$ cat config.mk
export PLATFORM = sky130hd
export DESIGN_NAME = ysyx_25020047_lsu_axi_bridge
export DESIGN_NICKNAME = d
export VERILOG_FILES = /design/src/rtl/ysyx_25020047_lsu_axi_bridge.sv
export SDC_FILE = /design/constraint.sdc
export NUM_CORES = 1
export LEC_CHECK = 0
export BUFFER_PORTS_ARGS = -buffer_cell sky130_fd_sc_hd__buf_2
export CELL_PAD_IN_SITES_DETAIL_PLACEMENT = 0
export CELL_PAD_IN_SITES_GLOBAL_PLACEMENT = 1
export CORE_AREA = 8 8 124 126
export CTS_BUF_LIST = sky130_fd_sc_hd__clkbuf_16
export DETAILED_ROUTE_END_ITERATION = 7
export DIE_AREA = 0 0 132 134
export GPL_ROUTABILITY_DRIVEN = 0
export MAX_ROUTING_LAYER = met4
export PLACE_DENSITY = 0.89
export SETUP_SLACK_MARGIN = 0.15
export SYNTH_ARGS = -nofsm -noshare
export SYNTH_HDL_FRONTEND = slang
export SYNTH_SLANG_ARGS = --single-unit
$ cat constraint.sdc
create_clock -name clk -period 2.17 [get_ports clk]
set_input_delay 0.651 -clock clk [delete_from_list [all_inputs] [get_ports clk]]
set_output_delay 0.651 -clock clk [all_outputs]
set_load 0.02 [all_outputs]
$ cat src/rtl/ysyx_25020047_lsu_axi_bridge.sv
// LSU-to-AXI4-Lite bridge: one load or store at a time, answered with a
// single-cycle response pulse carrying read data and an error flag.
module ysyx_25020047_lsu_axi_bridge #(
  parameter int unsigned ADDR_W = 32,
  parameter int unsigned DATA_W = 32
) (
  input  logic                clk,
  input  logic                rst_n,

  input  logic                req_valid,
  output logic                req_ready,
  input  logic                req_wen,
  input  logic [ADDR_W-1:0]   req_addr,
  input  logic [DATA_W-1:0]   req_wdata,
  input  logic [DATA_W/8-1:0] req_wstrb,
  output logic                resp_valid,
  output logic [DATA_W-1:0]   resp_rdata,
  output logic                resp_err,

  output logic [ADDR_W-1:0]   araddr,
  output logic                arvalid,
  input  logic                arready,
  input  logic [DATA_W-1:0]   rdata,
  input  logic [1:0]          rresp,
  input  logic                rvalid,
  output logic                rready,

  output logic [ADDR_W-1:0]   awaddr,
  output logic                awvalid,
  input  logic                awready,
  output logic [DATA_W-1:0]   wdata,
  output logic [DATA_W/8-1:0] wstrb,
  output logic                wvalid,
  input  logic                wready,
  input  logic [1:0]          bresp,
  input  logic                bvalid,
  output logic                bready
);

  typedef enum logic [2:0] {
    IDLE  = 3'd0,
    RADDR = 3'd1,
    RDATA = 3'd2,
    WRITE = 3'd3,
    WRESP = 3'd4
  } state_t;

  state_t state, state_nxt;

  logic                aw_done, w_done;
  logic                aw_fin, w_fin;
  logic                accept, ar_hs, r_hs, aw_hs, w_hs, b_hs;
  logic [ADDR_W-1:0]   addr_q;
  logic [DATA_W-1:0]   wdata_q;
  logic [DATA_W/8-1:0] wstrb_q;

  assign accept = req_valid & req_ready;
  assign ar_hs  = arvalid & arready;
  assign r_hs   = rvalid & rready;
  assign aw_hs  = awvalid & awready;
  assign w_hs   = wvalid & wready;
  assign b_hs   = bvalid & bready;
  assign aw_fin = aw_done | aw_hs;
  assign w_fin  = w_done | w_hs;

  always_ff @(posedge clk or negedge rst_n) begin
    if (!rst_n) state <= IDLE;
    else        state <= state_nxt;
  end

  always_comb begin
    state_nxt = state;
    case (state)
      IDLE:    if (accept) state_nxt = req_wen ? WRITE : RADDR;
      RADDR:   if (ar_hs) state_nxt = RDATA;
      RDATA:   if (r_hs) state_nxt = IDLE;
      WRITE:   if (aw_fin && w_fin) state_nxt = WRESP;
      WRESP:   if (b_hs) state_nxt = IDLE;
      default: state_nxt = IDLE;
    endcase
  end

  // Valid/ready decode only from flops, so no input reaches them combinationally.
  always_comb begin
    req_ready = (state == IDLE);
    arvalid   = (state == RADDR);
    rready    = (state == RDATA);
    awvalid   = (state == WRITE) && !aw_done;
    wvalid    = (state == WRITE) && !w_done;
    bready    = (state == WRESP);
  end

  // Per-channel completion; cleared whenever WRITE is not the next state.
  always_ff @(posedge clk or negedge rst_n) begin
    if (!rst_n) begin
      aw_done <= 1'b0;
      w_done  <= 1'b0;
    end else begin
      aw_done <= (state_nxt == WRITE) && aw_fin;
      w_done  <= (state_nxt == WRITE) && w_fin;
    end
  end

  always_ff @(posedge clk or negedge rst_n) begin
    if (!rst_n) begin
      addr_q  <= '0;
      wdata_q <= '0;
      wstrb_q <= '0;
    end else if (accept) begin
      addr_q  <= req_addr;
      wdata_q <= req_wdata;
      wstrb_q <= req_wstrb;
    end
  end

  assign araddr = addr_q;
  assign awaddr = addr_q;
  assign wdata  = wdata_q;
  assign wstrb  = wstrb_q;

  always_ff @(posedge clk or negedge rst_n) begin
    if (!rst_n) begin
      resp_valid <= 1'b0;
      resp_rdata <= '0;
      resp_err   <= 1'b0;
    end else begin
      resp_valid <= r_hs | b_hs;
      if (r_hs) begin
        resp_rdata <= rdata;
        resp_err   <= (rresp != 2'b00);
      end else if (b_hs) begin
        resp_err   <= (bresp != 2'b00);
      end
    end
  end

endmodule

==> out/results.tsv, run 1 <==
stage	metric	value	unit
synth	post-synth top area cell	dfrtp_1	
timing	Final Hold Fails	0	
final_layout	Fillers	1239	
setup_path	worst setup path category	reg2out	
setup_path	CP Data Required Time	1.52	ns
clocking	total CTS buffers	9	
pwr	Flop pwr share	35.1	%
synth	Syn Inst Count	287	
floorplanning	Die ar.	0.0177	mm^2
timing	post-layout min period	1.99	ns
global_route	pin count of the biggest net entering global routing	108	
clocking	CTS clk-pin slew, worst paths	0.07	ns
floorplanning	Ports	253	
flow_run	max cap viols	0	
synth	Synth Net Count	400	
synth	post-synth cell types	31	
global_route	grt ovf	0	
final_layout	layout cells sized above 1	74.3	%
synth	sequential area share after synthesis	60.2	%
routing	DRT iter0 DRCs	104	
setup_path	critical path endpoint category	primary output	
routing	Routed Wire Length	11500	um
final_layout	n_diodes	0	
synth	top-area cell type share of the netlist area	60.2	%
pwr	Logic pwr share	50.6	%
pwr	switch share	41.7	%
synth	Post-synth EDFFs	0	
timing	Fin Setup TNS	0	ns
routing	First-pass DRT Iterations	4	
clocking	CTS tree	built	
synth	Post-Syn Area	0.00444	mm^2
synth	yosys synthesis warning count	0	
final_layout	post-layout util	44.3	%
synth	top_reg_cell synth	dfrtp_1	
synth	#FFs+latches synth	107	
final_layout	Final #Nets	627	
pwr	worst vdd ir	0.000597	V
setup_path	slowest CP cell	dfrtp_2	
hold_path	Hold Crit Class	in2async	
timing	# setup viols final	0	
pwr	clock share of power	14.2	%
final_layout	Area Growth Syn to Fin	34.5	%
global_route	met2 Use GR	21.4	%
timing	RSZ-0062 raised after global routing	yes	
routing	wire length per cell	16.5	um
global_route	vias in the first global route	3492	
global_route	met3 Usage GRT	5.01	%
final_layout	most frequent cells in the layout	buf_2 (247), dfrtp_1 (104), mux2_2 (91), buf_4 (10)	
clocking	clk buf depth	2	
timing	fmax	0.503	GHz
floorplanning	Initial Utilization	32.9	%
clocking	clock latency on the worst-skew pair	0.34	ns
routing	DRC	0	
setup_path	worst-path fanout max	8	
floorplanning	Die Y-Extent	134	um
clocking	H-tree levels	3	
pwr	PwrDens	1710	mW/mm^2
place	input/output buffers	252	
run_status	status	finished, final reports clean	
routing	average via count per standard cell	4.49	
synth	ranking of synthesized cells by area	dfrtp_1 (60%), mux2_2 (23%), buf_4 (6.6%)	
pwr	Internal	5970	uW
timing	worst rel slew slack	62.7	%
floorplanning	die width	132	um
routing	Post-DRT Antenna Nets	0	
global_route	GRT Total Usage	13.2	%
global_route	met1 track demand over resource	15.0	%
global_route	first-pass GRT wire length	18300	um
setup_path	crit-path cells	nand3b_1 -> nor2_2 -> buf_6	
synth	FFs w/ async S/R, synth	100	%
global_route	GRT Max-Usage Layer	met2	
clocking	CTS root buf	clkbuf_16	
timing	Slew Limit Fails	0	
place	post-DP HPWL	9040	um
final_layout	most common cell after layout, fill and taps aside	buf_2	
setup_path	Crit path arrival time	1.34	ns
timing	worst-margin pin slew	0.560	ns
setup_path	critical path's largest stage delay	0.44	ns
clocking	clock sink count	107	
routing	routed vias	3135	
global_route	initial antenna violation count	0	
clocking	Hold Buf Count CTS	0	
pwr	Psw	4270	uW
floorplanning	Core Footprint	0.0135	mm^2
synth	Synth Area per Inst	15.5	um^2
floorplanning	Rows	43	
setup_path	crit path launch type	flop	
timing	final period utilization	91.6	%
timing	Clock Skews	0.00618	ns
pwr	leakage power	0.00296	uW
==> cell usage after synthesis (2+ instances only) <==
cell	count
a21oi_1	3
mux2_2	91
or3_1	2
and2b_1	2
buf_4	39
a31oi_1	2
mux2_4	9
dfrtp_1	107
nor2_1	6
nor3b_1	2
buf_6	4
==> registers in the layout, indices dropped and copies added, names as in the netlist <==
signal / count
aw_done: 1
resp_err: 1
resp_valid: 1
state: 3
araddr: 32
wdata: 32
w_done: 1
resp_rdata: 32
wstrb: 4
==> layout make-up <==
type / instances / area, um^2 / share of cell area (%)
repair buffers: 262 / 1400 / 23.5
inverters: 1 / 3.75 / 0.0628
well taps: 180 / 225 / 3.77
multi-input cells: 133 / 1400 / 23.5
flip-flops and latches: 107 / 2680 / 44.9
clock inverters: 6 / 36.3 / 0.607
clock buffers: 9 / 225 / 3.77
==> cell families after synthesis <==
kind of cell,count (synthesis),synth area share (%)
compound gates,9,1.32
mux,101,26.6
simple gates,23,3.49
flops,107,60.2
buf+inv,47,8.33
==> power by group through the flow <==
stage	clock, uW	sequential, uW	combinational [uW]
6_report	1460	3600	5180
2_1_floorplan	0	4780	2560
3_5_place_dp	0	3670	5160
5_1_grt	1590	3740	5510
4_1_cts	1520	3630	5210
3_3_place_gp	0	3600	5090
==> per-stage QoR <==
stage / instances / power, uW / cell area (um^2) / hold WS [ns] / setup slack [ns]
2_1_floorplan: 287 / 7340 / 4440 / 0.355 / 0.280
3_3_place_gp: 678 / 8690 / 5650 / 0.485 / 0.410
3_5_place_dp: 678 / 8830 / 5650 / 0.489 / 0.380
4_1_cts: 696 / 10400 / 5940 / 0.392 / 0.155
5_1_grt: 698 / 10800 / 5980 / 0.422 / 0.103
6_report: 698 / 10200 / 5980 / 0.369 / 0.182
==> path summary, 6_finish.rpt <==
kind,start,endpoint,slack (ns),cells after the start
hold / removal,rst_n,araddr[11]$_DFFE_PN0P_,0.37,2
setup reg to reg,state[2]$_DFF_PN0_,araddr[28]$_DFFE_PN0P_,0.32,5
setup / recovery,state[2]$_DFF_PN0_,awvalid,0.18,3
max in group asynchronous,rst_n,state[0]$_DFF_PN0_,1.36,2
hold reg to reg,wdata[0]$_DFFE_PN0P_,wdata[0]$_DFFE_PN0P_,0.50,1
min in group clk,wdata[0]$_DFFE_PN0P_,wdata[0]$_DFFE_PN0P_,0.50,1
==> critical path, delay by kind of cell (launching register included) <==
| kind | cells | cell delay [ns] |
|---|---|---|
| AND/OR/NAND/NOR | 2 | 0.43 |
| buffers and inverters | 1 | 0.13 |
| flip-flops | 1 | 0.44 |
==> repair_timing <==
action,CTS,global route
buffers inserted,3,2
endpoints found under the hold margin,0,0
endpoints found under the setup margin,4,5
gates resized for setup,4,6
gates cloned,0,0
pin swaps,0,1
==> metal layers <==
layer	vias to the layer above	part of all wire [%]
li1	1421	-
met1	1532	41
met2	173	50
met3	9	8.4
met4	0	1.0
met5	-	0
(Power assumes the default switching activity.)
==> run 2: changes to the inputs <==
Settings changed: MAX_ROUTING_LAYER met4 to unset.
==> out/results.tsv, run 2 (synthesis results as in run 1) <==
stage	metric	value	unit
routing	DRT iter0 DRCs	98	
floorplanning	Initial Utilization	32.9	%
timing	final period utilization	91.6	%
global_route	pin count of the biggest net entering global routing	108	
timing	Slew Limit Fails	0	
routing	Post-DRT Antenna Nets	0	
setup_path	slowest CP cell	dfrtp_2	
global_route	GRT Total Usage	12.8	%
final_layout	Fillers	1239	
setup_path	worst-path fanout max	8	
final_layout	Final Cell Area	0.00598	mm^2
clocking	Hold Buf Count CTS	0	
pwr	leakage power	0.00296	uW
clocking	clk buf depth	2	
global_route	first-pass GRT wire length	18400	um
setup_path	Worst R2R Start	state[2]$_DFF_PN0_	
final_layout	n_diodes	0	
floorplanning	Ports	253	
timing	hold slack	0.370	ns
timing	RSZ-0062 raised after global routing	yes	
global_route	initial antenna violation count	0	
place	Post-DP Area	0.00565	mm^2
floorplanning	die width	132	um
setup_path	critical path endpoint category	primary output	
timing	worst rel slew slack	62.7	%
setup_path	CP Data Required Time	1.52	ns
floorplanning	Die Y-Extent	134	um
timing	Final Hold Fails	0	
floorplanning	Die ar.	0.0177	mm^2
timing	Fin Setup TNS	0	ns
setup_path	critical path's largest stage delay	0.44	ns
clocking	clock latency on the worst-skew pair	0.34	ns
floorplanning	Core Footprint	0.0135	mm^2
routing	M1 wire length	4640	um
final_layout	layout cells sized above 1	74.3	%
pwr	worst vdd ir	0.000597	V
final_layout	Final #Nets	627	
timing	# setup viols final	0	
global_route	vias in the first global route	3490	
setup_path	worst setup path category	reg2out	
hold_path	Hold Crit Class	in2async	
routing	Routed Wire Length	11600	um
clocking	clock sink count	107	
place	post-DP HPWL	9040	um
final_layout	most common cell after layout, fill and taps aside	buf_2	
global_route	grt ovf	0	
clocking	CTS tree	built	
routing	average via count per standard cell	4.46	
routing	routed vias	3113	
run_status	status	finished, final reports clean	
clocking	H-tree levels	3	
place	input/output buffers	252	
timing	Clock Skews	0.00631	ns
clocking	total CTS buffers	9	
pwr	PwrDens	1710	mW/mm^2
final_layout	Area Growth Syn to Fin	34.5	%
clocking	CTS root buf	clkbuf_16	
timing	post-layout min period	1.99	ns
final_layout	most frequent cells in the layout	buf_2 (247), dfrtp_1 (104), mux2_2 (91), buf_4 (10)	
flow_run	max cap viols	0	
floorplanning	Rows	43	
routing	wire length per cell	16.5	um
routing	met3 routed WL	1070	um
setup_path	crit path launch type	flop	
timing	worst-margin pin slew	0.560	ns
clocking	CTS clk-pin slew, worst paths	0.07	ns
routing	DRC	0	
routing	WL met2	5730	um
routing	First-pass DRT Iterations	4	
routing	Top Metal Used	met4	
setup_path	Setup crit start	state[2]$_DFF_PN0_	
setup_path	crit-path cells	nand3b_1 -> nor2_2 -> buf_6	
setup_path	Crit path arrival time	1.34	ns
timing	fmax	0.503	GHz
==> run 2: cell counts in the layout (fill, tap and decap cells not counted) <==
Identical to the previous run, type by type.
==> run 2: through the flow <==
stage	setup WS, ns	power, uW	cells	utilization (%)
2_1_floorplan	0.280	7340	287	-
3_3_place_gp	0.410	8690	678	41.9
3_5_place_dp	0.380	8830	678	41.9
4_1_cts	0.155	10400	696	44.0
5_1_grt	0.103	10800	698	44.3
6_report	0.181	10200	698	44.3
==> run 2: where the power goes <==
part	switching [uW]	total, uW	internal (uW)
Sequential	594	3600	3000
Clock	694	1460	764
Combinational	2980	5180	2200
Total	4270	10200	5970
==> run 2: routing by layer <==
layer	GRT usage (%)	up-vias
met4	3.64	0
met2	21.4	162
met1	14.6	1521
met3	5.57	10
met5	0	-
li1	-	1420
==> run 2: final timing paths <==
path	cells after the start	slack, ns	end
setup / recovery	3	0.18	awvalid
min in group clk	1	0.50	wdata[0]$_DFFE_PN0P_
max in group asynchronous	2	1.36	state[0]$_DFF_PN0_
hold / removal	2	0.37	araddr[11]$_DFFE_PN0P_
setup reg to reg	5	0.32	araddr[28]$_DFFE_PN0P_
hold reg to reg	1	0.50	wdata[0]$_DFFE_PN0P_
==> run 2: critical path, delay by kind of cell (launching register included) <==
family / cells / cell delay [ns]
buffers and inverters: 1 / 0.13
DFF: 1 / 0.44
and+or+nand+nor: 2 / 0.43
==> run 2: cell type report <==
class,count,area (um^2),share of cell area [%]
Sequential cell,107,2680,44.9
Clock buffer,9,225,3.77
Inverter,1,3.75,0.0628
Timing Repair Buffer,262,1400,23.5
Multi-Input combinational cell,133,1400,23.5
Tap cell,180,225,3.77
Clock inverter,6,36.3,0.607
==> run 2: repair_timing <==
| item | 4_1_cts | 5_1_grt |
|---|---|---|
| setup buffers | 3 | 2 |
| pin swaps | 0 | 1 |
| gates resized for setup | 4 | 6 |
| endpoints found under the setup margin | 4 | 5 |
==> run 3: changes to the inputs <==
Settings changed: GPL_TIMING_DRIVEN set to 0, RECOVER_POWER set to 50.
==> out/results.tsv, run 3 (synthesis results as in run 1) <==
stage	metric	value	unit
run_status	status	finished, final reports clean	
routing	Post-DRT Antenna Nets	0	
floorplanning	Initial Utilization	32.9	%
routing	routed vias	3275	
routing	average via count per standard cell	4.41	
setup_path	critical path's largest stage delay	0.38	ns
place	input/output buffers	252	
setup_path	CP Data Required Time	1.52	ns
timing	Final Hold Fails	0	
final_layout	Multi-input gate area	0.00140	mm^2
clocking	H-tree levels	3	
timing	worst-margin pin slew	1.28	ns
final_layout	n_diodes	0	
final_layout	Area Growth Syn to Fin	39.6	%
global_route	vias in the first global route	3693	
setup_path	CP Buf/Inv Count	2	
flow_run	max cap viols	0	
final_layout	layout cells sized above 1	63.8	%
setup_path	crit-path cells	buf_6 -> or2b_1 -> nor2_4 -> buf_6	
final_layout	Final #Nets	673	
floorplanning	Die ar.	0.0177	mm^2
timing	Fin Setup TNS	0	ns
timing	Slew Limit Fails	0	
setup_path	critical path endpoint category	primary output	
floorplanning	Rows	43	
setup_path	critical path's most frequent cell	buf_6	
floorplanning	Core Footprint	0.0135	mm^2
global_route	grt ovf	0	
setup_path	CP top delay family	simple AND/OR/NAND/NOR gates	
clocking	total CTS buffers	9	
routing	wire length per cell	16.4	um
pwr	worst vdd ir	0.000742	V
timing	# setup viols final	0	
floorplanning	Ports	253	
final_layout	register area	0.00268	mm^2
final_layout	Fillers	1278	
timing	RSZ-0062 raised after global routing	yes	
timing	fmax	0.495	GHz
routing	Routed Wire Length	12200	um
place	post-DP HPWL	9800	um
setup_path	worst-path fanout max	7	
global_route	GRT Total Usage	13.4	%
setup_path	Crit path arrival time	1.37	ns
final_layout	most frequent cells in the layout	buf_2 (182), dfrtp_1 (106), mux2_2 (91), clkbuf_1 (67), buf_4 (48)	
clocking	CTS clk-pin slew, worst paths	0.07	ns
pwr	leakage power	0.00299	uW
setup_path	crit path launch type	flop	
timing	post-layout min period	2.02	ns
routing	First-pass DRT Iterations	4	
floorplanning	die width	132	um
clocking	clock latency on the worst-skew pair	0.34	ns
final_layout	most common cell after layout, fill and taps aside	buf_2	
setup_path	slowest CP cell	dfrtp_1	
timing	Clock Skews	0.00604	ns
floorplanning	Die Y-Extent	134	um
setup_path	worst setup path category	reg2out	
routing	DRT iter0 DRCs	92	
global_route	first-pass GRT wire length	19200	um
timing	final period utilization	93.1	%
pwr	PwrDens	1700	mW/mm^2
hold_path	Hold Crit Class	reg2reg	
clocking	CTS root buf	clkbuf_16	
place	pre-CTS WS	0.314	ns
timing	Final Worst Setup Slack	0.150	ns
clocking	clk buf depth	2	
global_route	pin count of the biggest net entering global routing	57	
clocking	CTS tree	built	
clocking	clock sink count	107	
routing	DRC	0	
timing	worst rel slew slack	14.9	%
global_route	initial antenna violation count	0	
## run 3: cell types whose count changed in the layout (fill, tap and decap cells not counted), moves of 3 or more
cell	change
clkbuf_1	+67
buf_2	-65
buf_4	+38
buf_6	+6
buf_12	-3
## run 3: through the flow
stage / total power, uW / utilization [%] / hold WS, ns / area [um^2] / std cells
2_1_floorplan: 7340 / - / 0.355 / 4440 / 287
3_3_place_gp: 9190 / 43.9 / 0.485 / 5930 / 719
3_5_place_dp: 9350 / 44.1 / 0.490 / 5960 / 720
4_1_cts: 10900 / 46.5 / 0.364 / 6280 / 741
5_1_grt: 11200 / 45.9 / 0.521 / 6200 / 743
6_report: 10600 / 45.9 / 0.504 / 6200 / 743
## run 3: final timing paths
check | startpoint | end | slack [ns] | cells after the start
min in group asynchronous | rst_n | wdata[21]$_DFFE_PN0P_ | 0.58 | 1
setup / recovery | state[0]$_DFF_PN0_ | bready | 0.15 | 4
hold reg to reg | resp_rdata[20]$_DFFE_PN0P_ | resp_rdata[20]$_DFFE_PN0P_ | 0.50 | 1
max in group asynchronous | rst_n | state[2]$_DFF_PN0_ | 0.47 | 2
hold / removal | resp_rdata[20]$_DFFE_PN0P_ | resp_rdata[20]$_DFFE_PN0P_ | 0.50 | 1
setup reg to reg | state[2]$_DFF_PN0_ | wdata[23]$_DFFE_PN0P_ | 0.35 | 7
## run 3: layer usage
metal	part of all wire (%)	track usage [%]	vias up
met5	0	0	-
met4	1.9	5.30	0
met3	8.2	4.97	18
met2	49	22.8	168
met1	40	14.9	1575
li1	-	-	1514
## run 3: what timing repair did
| action | in CTS | in global routing |
|---|---|---|
| pin swaps | 1 | 1 |
| setup buffers | 7 | 2 |
| endpoints found under the setup margin | 5 | 4 |
| resized for setup | 8 | 3 |
| hold buffers | 0 | 0 |
## run 3: final cells by class
type	instances	area share (%)
Clock inverter	5	0.383
Inverter	1	0.0605
Timing Repair Buffer	262	20.4
Tap cell	180	3.63
Buffer	46	6.07
Sequential cell	107	43.2
Clock buffer	9	3.63
Multi-Input combinational cell	133	22.6
## run 3: report_power, final
group | internal [uW] | leakage, uW | total [uW] | switching (uW)
Combinational | 2430 | 0.00159 | 5530 | 3100
Clock | 752 | 0.000123 | 1430 | 676
Sequential | 3000 | 0.00127 | 3600 | 602
Total | 6180 | 0.00299 | 10600 | 4380
